`src/rtl/multicycle_ctrl.sv`:
```
// rtl/multicycle_ctrl.sv - multi-cycle RV32I main control FSM with memory wait/timeout handling
// Optional performance counters are built when MULTICYCLE_PERF_CNT_EN is defined.
module multicycle_ctrl #(
    parameter int TIMEOUT = 255,
    parameter int CNT_W   = 32
) (
    input  logic             clk,
    input  logic             rst,
    input  logic             en,
    input  logic [6:0]       opcode,
    input  logic             mem_ready,
    input  logic             zero,
    output logic [2:0]       state,
    output logic             pc_write,
    output logic             pc_src,
    output logic             ir_write,
    output logic             iord,
    output logic             mem_read,
    output logic             mem_write,
    output logic             reg_write,
    output logic             alu_src,
    output logic [1:0]       alu_op,
    output logic             result_src,
    output logic             retire,
    output logic             illegal,
    output logic             err,
    output logic [CNT_W-1:0] cycle_cnt,
    output logic [CNT_W-1:0] instret_cnt
);

    typedef enum logic [2:0] {
        IDLE   = 3'd0,
        FETCH  = 3'd1,
        DECODE = 3'd2,
        EXEC   = 3'd3,
        MEM    = 3'd4,
        WB     = 3'd5,
        HALT   = 3'd6
    } state_t;

    localparam logic [6:0] OP_R    = 7'b0110011;
    localparam logic [6:0] OP_IALU = 7'b0010011;
    localparam logic [6:0] OP_LW   = 7'b0000011;
    localparam logic [6:0] OP_SW   = 7'b0100011;
    localparam logic [6:0] OP_BEQ  = 7'b1100011;

    localparam int          TW     = $clog2(TIMEOUT + 1);
    localparam logic [TW-1:0] TO_MAX = TW'(TIMEOUT);

    state_t        state_q, state_d;
    logic [6:0]    op_q;
    logic [TW-1:0] to_cnt;
    logic          err_q;
    logic          waiting, timeout_hit, dec_legal;
    logic          is_r, is_i, is_lw, is_sw, is_beq;
    state_t        boundary;

    assign is_r   = (op_q == OP_R);
    assign is_i   = (op_q == OP_IALU);
    assign is_lw  = (op_q == OP_LW);
    assign is_sw  = (op_q == OP_SW);
    assign is_beq = (op_q == OP_BEQ);

    // DECODE judges the live opcode; the latch only becomes valid from EXEC on.
    assign dec_legal = (opcode == OP_R) || (opcode == OP_IALU) || (opcode == OP_LW) ||
                       (opcode == OP_SW) || (opcode == OP_BEQ);

    assign waiting     = ((state_q == FETCH) || (state_q == MEM)) && !mem_ready;
    assign timeout_hit = ((state_q == FETCH) || (state_q == MEM)) && (to_cnt == TO_MAX);
    assign boundary    = en ? FETCH : IDLE;

    always_comb begin
        state_d    = state_q;
        pc_write   = 1'b0;
        pc_src     = 1'b0;
        ir_write   = 1'b0;
        iord       = 1'b0;
        mem_read   = 1'b0;
        mem_write  = 1'b0;
        reg_write  = 1'b0;
        alu_src    = 1'b0;
        alu_op     = 2'b00;
        result_src = 1'b0;
        retire     = 1'b0;
        illegal    = 1'b0;
        case (state_q)
            IDLE: if (en) state_d = FETCH;
            FETCH: begin
                if (timeout_hit) begin
                    state_d = HALT;
                end else begin
                    mem_read = 1'b1;
                    if (mem_ready) begin
                        ir_write = 1'b1;
                        pc_write = 1'b1;
                        state_d  = DECODE;
                    end
                end
            end
            DECODE: begin
                if (dec_legal) begin
                    state_d = EXEC;
                end else begin
                    illegal = 1'b1;
                    state_d = boundary;
                end
            end
            EXEC: begin
                alu_src = is_i || is_lw || is_sw;
                alu_op  = (is_r || is_i) ? 2'b10 : (is_beq ? 2'b01 : 2'b00);
                if (is_r || is_i) begin
                    state_d = WB;
                end else if (is_lw || is_sw) begin
                    state_d = MEM;
                end else begin
                    pc_write = is_beq && zero;
                    pc_src   = is_beq;
                    retire   = is_beq;
                    state_d  = boundary;
                end
            end
            MEM: begin
                if (timeout_hit) begin
                    state_d = HALT;
                end else begin
                    iord = 1'b1;
                    if (is_lw) begin
                        mem_read = 1'b1;
                        if (mem_ready) state_d = WB;
                    end else begin
                        mem_write = 1'b1;
                        if (mem_ready) begin
                            retire  = 1'b1;
                            state_d = boundary;
                        end
                    end
                end
            end
            WB: begin
                reg_write  = 1'b1;
                result_src = is_lw;
                retire     = 1'b1;
                state_d    = boundary;
            end
            HALT:    state_d = HALT;
            default: state_d = IDLE;
        endcase
    end

    always_ff @(posedge clk or negedge rst) begin
        if (!rst) begin
            state_q <= IDLE;
            op_q    <= 7'd0;
            to_cnt  <= '0;
            err_q   <= 1'b0;
        end else begin
            state_q <= state_d;
            if (state_q == DECODE) op_q <= opcode;
            if (state_d != state_q) to_cnt <= '0;
            else if (waiting)       to_cnt <= to_cnt + TW'(1);
            if (timeout_hit) err_q <= 1'b1;
        end
    end

    assign state = state_q;
    assign err   = err_q;

`ifdef MULTICYCLE_PERF_CNT_EN
    logic [CNT_W-1:0] cyc_q, ret_q;

    always_ff @(posedge clk or negedge rst) begin
        if (!rst) begin
            cyc_q <= '0;
            ret_q <= '0;
        end else begin
            if ((state_q != IDLE) && (state_q != HALT)) cyc_q <= cyc_q + CNT_W'(1);
            if (retire) ret_q <= ret_q + CNT_W'(1);
        end
    end

    assign cycle_cnt   = cyc_q;
    assign instret_cnt = ret_q;
`else
    assign cycle_cnt   = '0;
    assign instret_cnt = '0;
`endif

endmodule
```
`config.mk`:
```
export PLATFORM = sky130hd
export DESIGN_NAME = multicycle_ctrl
export DESIGN_NICKNAME = d
export VERILOG_FILES = /design/src/rtl/multicycle_ctrl.sv
export SDC_FILE = /design/constraint.sdc
export NUM_CORES = 1
export LEC_CHECK = 0
export BUFFER_PORTS_ARGS = -buffer_cell sky130_fd_sc_hd__buf_4
export CAP_MARGIN = 30
export CELL_PAD_IN_SITES_DETAIL_PLACEMENT = 0
export CELL_PAD_IN_SITES_GLOBAL_PLACEMENT = 2
export CORE_MARGIN = 4
export CORE_UTILIZATION = 26
export CTS_BUF_LIST = sky130_fd_sc_hd__clkbuf_4 sky130_fd_sc_hd__clkbuf_8
export DETAILED_ROUTE_END_ITERATION = 16
export PLACE_DENSITY_LB_ADDON = 0.1
export SYNTH_ARGS = -nofsm -noshare
export SYNTH_HDL_FRONTEND = slang
export SYNTH_SLANG_ARGS = --single-unit
```
`constraint.sdc`:
```
create_clock -name clk -period 5.62 [get_ports clk]
set_input_delay 0 -clock clk [delete_from_list [all_inputs] [get_ports clk]]
set_output_delay 0 -clock clk [all_outputs]
set_load 0.005 [all_outputs]
```
==> results_dict.tcl, run 1 <==
set metrics [dict create \
    global_route_wire_length_before_repair_um 5580 \
    maxSlewViolCount 0 \
    max_slew_margin 0.437 \
    timing.setup.critical_path_class "reg2out" \
    final-hold-violation-count 0 \
    post_synth_inst_count 181 \
    gpl.final_weighted_congestion 0.744 \
    worstMarginPinSlew_ns 0.837 \
    synthesis.area_mm2 0.00163 \
    drt-wirelength-per-cell_um 12.1 \
    postCtsSetupRepairBufs 0 \
    clockBufferDepth 2 \
    synthToLayoutAreaGrowth_pct 10.5 \
    grtUsageTotal 0.0915 \
    tritoncts "done" \
    startpoint_type "flop" \
    grt-ovfl-total 0 \
    num_antenna_cells 0 \
    setup_violations 0 \
    period_needed_ns 2.25 \
    cap_violations 0 \
    initial_utilization 0.272 \
    fill_cells 642 \
    io_pins 93 \
    internal-power_uw 321 \
    first_global_vias 1126 \
    tritoncts.num_buffers 3 \
    drt_first_pass_iters 4 \
    synth.ff_latch_count 19 \
    fin_skew_ns 0.000719 \
    drc 0 \
    post_route_cells_drive_above_1_share 0.198 \
    post_synth_edffs 0 \
    final_min_period_over_clock_period 0.401 \
    power.sequential.fraction 0.437 \
    htreeDepth 1 \
    route.vias.total 1191 \
    hold_class "in2async" \
    netSwitchingFraction 0.377 \
    core_area_mm2 0.00599 \
    synth_sequential_area_ratio 0.292 \
    synthArstFlopShare 1.00 \
    clk_root_buffer_cell "clkbuf_8" \
    place.detailed.hpwl_um 2740 \
    netSwitchingPower_uw 194 \
    netlist-cell-type-count 38 \
    rsz0062_at_grt "false" \
    worst-path-max-fanout 6 \
    worst_skew_pair.late_latency_ns 0.26 \
    grt_antenna_before_repair 0 \
    die_area_mm2 0.00759 \
    ir_worst_vdd_uv 106 \
    cts_sinks 19 \
    clock_power_share 0.190 \
    drtAntennaViolNets 0 \
    wirelength_um 3540 \
    fin_worst_hold_slack_ns 0.149 \
    synth_ff_type "dfrtp_1" \
    comb_power_share 0.373 \
    final.setup.tns_ns 0 \
    multi_input_area_um2 882 \
    nNetsFinal 231 \
    drt_first_iter_violations 92 \
    number_of_cell_rows 28 \
    synth.avg_cell_area_um2 8.99 \
    static-leakage-power_uw 0.000869 \
    max_freq_ghz 0.444 \
    post_drt_via_cell_ratio 4.08 \
    worstSetupEndpointType "output port" \
    clk_pin_slew_ns 0.08 \
    port_buffers 28 \
    cp_data_required_time_ns 5.62 \
    warnings_from_yosys 0 \
    status "completed" \
    grt_max_degree 25 \
    critPathArrivalTime_ns 2.25 \
    die_width_um 87.1 \
    powerDensity_mw_per_mm2 286 \
    area.sequential_um2 475 \
    floorplan.die.height_um 87.1 \
]
## flip-flops by register name, summed over array words and instances (netlist names)
name    flops
err         1
op_q        7
state       3
to_cnt      8
## critical path, cell delays in order (launching register included)
cell and delay (ns):
dfrtp_1 0.38, nand4bb_1 0.35, nor4_1 0.72, a21oi_1 0.18, nor3_1 0.22, buf_4 0.16
## synth_stat cells, drive strengths merged (2+ instances only)
| library cell | count | area [µm²] |
|---|---|---|
| buf | 65 | 488 |
| nor3 | 6 | 30.0 |
| dfrtp | 19 | 475 |
| nor2 | 9 | 33.8 |
| or4 | 2 | 18.8 |
| inv | 2 | 7.51 |
| nand3 | 3 | 15.0 |
| nor4 | 6 | 43.8 |
| clkbuf | 3 | 11.3 |
| a21oi | 5 | 25.0 |
| mux2 | 7 | 78.8 |
| nor2b | 5 | 31.3 |
| o211ai | 2 | 15.0 |
| nor4b | 4 | 35.0 |
| nand2b | 5 | 31.3 |
| nand3b | 3 | 22.5 |
| nor3b | 3 | 27.5 |
| nand2 | 4 | 15.0 |
| o21ai | 4 | 20.0 |
| or3 | 4 | 25.0 |
| xnor2 | 7 | 68.8 |
## stage by stage
step	power, µW	std cells	util	setup WS, ns	cell area (µm²)
detailed placement	416	280	0.279	3.47	1670
CTS	519	292	0.300	3.36	1800
floorplan	382	244	-	3.66	1860
global route	558	292	0.300	3.18	1800
global placement	414	279	0.279	3.55	1670
finish	515	292	0.300	3.37	1800
## what timing repair did
item                      in CTS  in global routing
hold endpoints to repair      26                  0
gates resized for setup        0                  0
hold buffers                   8                  0
## cell type report
cell class,instances,share of cell area
clock inverter,1,0.00278
inverter,2,0.00417
clock buffer,3,0.0229
timing repair buffer,37,0.163
multi-input combinational,155,0.490
sequential,19,0.264
tap,75,0.0522
## power by group through the flow
stage	sequential [µW]	combinational, µW	clock [µW]
after detailed placement	228	188	0
after global placement	226	188	0
after global routing	234	216	107
after CTS	225	193	101
final	225	192	98.1
after floorplan	199	184	0
## path summary, 6_finish.rpt
kind / cells past startpoint / slack (ns) / end / start
max: 5 / 3.37 / mem_read / op_q[2]
min reg2reg: 1 / 0.49 / err / err
max reg2reg: 4 / 3.48 / state[0] / state[2]
min in group clk: 3 / 0.16 / state[0] / en
min: 2 / 0.15 / to_cnt[6] / rst
max in group asynchronous: 2 / 5.26 / op_q[6] / rst
## routing by layer
| metal | GRT usage | up-vias | wire [µm] |
|---|---|---|---|
| li1 | - | 564 | - |
| met1 | 0.122 | 552 | 1480 |
| met2 | 0.148 | 71 | 1640 |
| met3 | 0.0123 | 4 | 365 |
| met4 | 0.0377 | 0 | 52 |
| met5 | 0 | - | 0 |
## placed cells by master, fill, tap and decap left out, drive strengths merged, types with 4 or more instances in the layout
cell type / synthesis / layout
nor4b: 4 / 4
mux2: 7 / 7
nand2b: 5 / 5
o21ai: 4 / 4
nand2: 4 / 4
or3: 4 / 4
conb: 1 / 64
a21oi: 5 / 5
nor4: 6 / 6
nor2b: 5 / 5
buf: 65 / 29
xnor2: 7 / 7
nor2: 9 / 9
nor3: 6 / 6
dfrtp: 19 / 19
dlygate4sd3: 0 / 8
## logic make-up after synthesis
| group | count (synthesis) | synth area share |
|---|---|---|
| compound gates | 16 | 0.0646 |
| xor+xnor | 7 | 0.0423 |
| fa+ha+maj | 1 | 0.00769 |
| buf+inv | 70 | 0.311 |
| flops | 19 | 0.292 |
| mux | 8 | 0.0546 |
| other cells | 1 | 0.00230 |
| simple gates | 59 | 0.225 |
Power figures use the tool's default switching activity.
==> inputs of run 2 (changes only) <==
--- a/config.mk
+++ b/config.mk
@@ -10,7 +10,7 @@
 export CELL_PAD_IN_SITES_DETAIL_PLACEMENT = 0
 export CELL_PAD_IN_SITES_GLOBAL_PLACEMENT = 2
 export CORE_MARGIN = 4
-export CORE_UTILIZATION = 26
+export CORE_UTILIZATION = 22
 export CTS_BUF_LIST = sky130_fd_sc_hd__clkbuf_4 sky130_fd_sc_hd__clkbuf_8
 export DETAILED_ROUTE_END_ITERATION = 16
 export PLACE_DENSITY_LB_ADDON = 0.1
==> constraint.sdc (replaced) <==
create_clock -name clk -period 2 [get_ports clk]
set_input_delay 0 -clock clk [delete_from_list [all_inputs] [get_ports clk]]
set_output_delay 0 -clock clk [all_outputs]
set_load 0.005 [all_outputs]
==> results_dict.tcl, run 2 (same netlist as run 1, synthesis figures left out) <==
set metrics [dict create \
    worst-path-max-fanout 4 \
    first_global_vias 1113 \
    wirelength_um 3750 \
    initial_utilization 0.226 \
    leading_cell_type_in_the_layout_fill_and_taps_excluded "conb_1" \
    post-route-util 0.272 \
    area.sequential_um2 477 \
    grtUsageTotal 0.0782 \
    floorplan.die.height_um 94.0 \
    num_antenna_cells 0 \
    drt_first_pass_iters 4 \
    htreeDepth 1 \
    placed_area_mm2 0.00177 \
    nNetsFinal 244 \
    drt-wirelength-per-cell_um 11.4 \
    cap_violations 0 \
    grt_max_degree 20 \
    gpl.final_weighted_congestion 0.809 \
    tritoncts.num_buffers 3 \
    drtAntennaViolNets 0 \
    critical_path.max_stage_delay_ns 0.56 \
    number_of_flip_flops_in_the_largest_register 8 \
    cp_data_required_time_ns 2.13 \
    cp_cell_sequence "nand4_1, buf_4, or4_4, o2111a_1, or4_1" \
    maxSlewViolCount 0 \
    tritoncts "done" \
    critPathArrivalTime_ns 2.09 \
    global_route_wire_length_before_repair_um 5510 \
    drc 0 \
    final_min_period_over_clock_period 0.981 \
    post_drt_via_cell_ratio 3.79 \
    postLayoutCellArea_mm2 0.00196 \
    worstSetupEndpointType "flop" \
    post_route_cells_drive_above_1_share 0.261 \
    finalWorstSetupSlack_ns 0.0381 \
    final-instance-count-excl-fill 329 \
    clk_root_buffer_cell "clkbuf_8" \
    clockBufferDepth 2 \
    grt-ovfl-total 0 \
    rsz0062_at_grt "true" \
    final-hold-violation-count 0 \
    path_delay_family "simple AND/OR/NAND/NOR gates" \
    core_area_mm2 0.00721 \
    layout_common_cells "conb_1 (64), buf_4 (40), dfrtp_1 (18)" \
    number_of_cell_rows 31 \
    clk_pin_slew_ns 0.07 \
    cts_sinks 19 \
    port_buffers 28 \
    timing.setup.critical_path_class "reg2reg" \
    fill_cells 802 \
    drt_first_iter_violations 20 \
    period_needed_ns 1.96 \
    largest-register "to_cnt" \
    fin_skew_ns 0.00449 \
    max_freq_ghz 0.510 \
    route.vias.total 1247 \
    hold_class "in2reg" \
    place.detailed.hpwl_um 3000 \
    worst_skew_pair.late_latency_ns 0.25 \
    critical_path.slowest_cell "or4_4" \
    powerDensity_mw_per_mm2 798 \
    io_pins 93 \
    die_width_um 94.0 \
    status "completed" \
    hold_wc_startpoint "mem_ready" \
    synthToLayoutAreaGrowth_pct 20.4 \
    startpoint_type "flop" \
    worstMarginPinSlew_ns 0.713 \
    grt_antenna_before_repair 0 \
    ir_worst_vdd_uv 195 \
    setup_violations 0 \
    rr_startpoint "to_cnt[3]" \
    static-leakage-power_uw 0.000943 \
    placement.setup.worst_slack_ns 0.105 \
    multi_input_area_um2 902 \
    cp.buffers_inverters 1 \
    die_area_mm2 0.00884 \
    setup.worst_path.start "to_cnt[3]" \
    max_slew_margin 0.524 \
    dpl.cell_count 312 \
]
==> run 2: worst register-to-register path: cells and delay by family, from the launching register on <==
family / cells / cell delay, ns
buffers and inverters: 1 / 0.15
flip-flops: 1 / 0.40
AND/OR/NAND/NOR: 3 / 1.15
AO/OA/AOI/OAI: 1 / 0.14
==> run 2: power by group <==
part	internal (µW)	switching [µW]	total (µW)
logic	361	355	716
registers	488	94.2	582
clock network	138	127	265
total	987	576	1560
==> run 2: path summary, 6_finish.rpt <==
check	endpoint	slack, ns	depth (start not counted)
worst max-delay path	state[0]	0.04	5
worst min-delay path	to_cnt[0]	0.15	4
worst max register to register	state[0]	0.04	5
worst min register to register	err	0.47	1
max in group asynchronous	state[1]	1.61	2
min in group asynchronous	op_q[5]	0.16	2
==> run 2: area by class of cell <==
type,instances,area share
Sequential cell,19,0.243
Inverter,2,0.00383
Tap cell,99,0.0632
Multi-Input combinational cell,155,0.460
Clock inverter,1,0.00255
Timing Repair Buffer,50,0.206
Clock buffer,3,0.0211
==> run 2: timing repair <==
action / 4_1_cts / 5_1_grt
setup endpoints to repair: 1 / 2
hold buffers: 8 / 0
hold endpoints to repair: 26 / 0
gates cloned: 0 / 0
pin swaps: 0 / 5
resized for setup: 1 / 5
buffers inserted: 0 / 5
==> run 2: through the flow <==
step	hold WS (ns)	setup TNS [ns]	power, µW
final	0.150	0	1560
after global routing	0.179	-0.0483	1700
after CTS	0.144	0	1540
after detailed placement	-0.100	0	1250
after global placement	-0.106	0	1240
after floorplan	-0.296	0	1070
==> run 2: metal layers <==
layer | wire [µm] | vias up | GRT usage
met4 | 30 | 0 | 0.0289
li1 | - | 593 | -
met1 | 1500 | 597 | 0.0934
met3 | 286 | 2 | 0.0104
met2 | 1930 | 55 | 0.141
met5 | 0 | - | 0
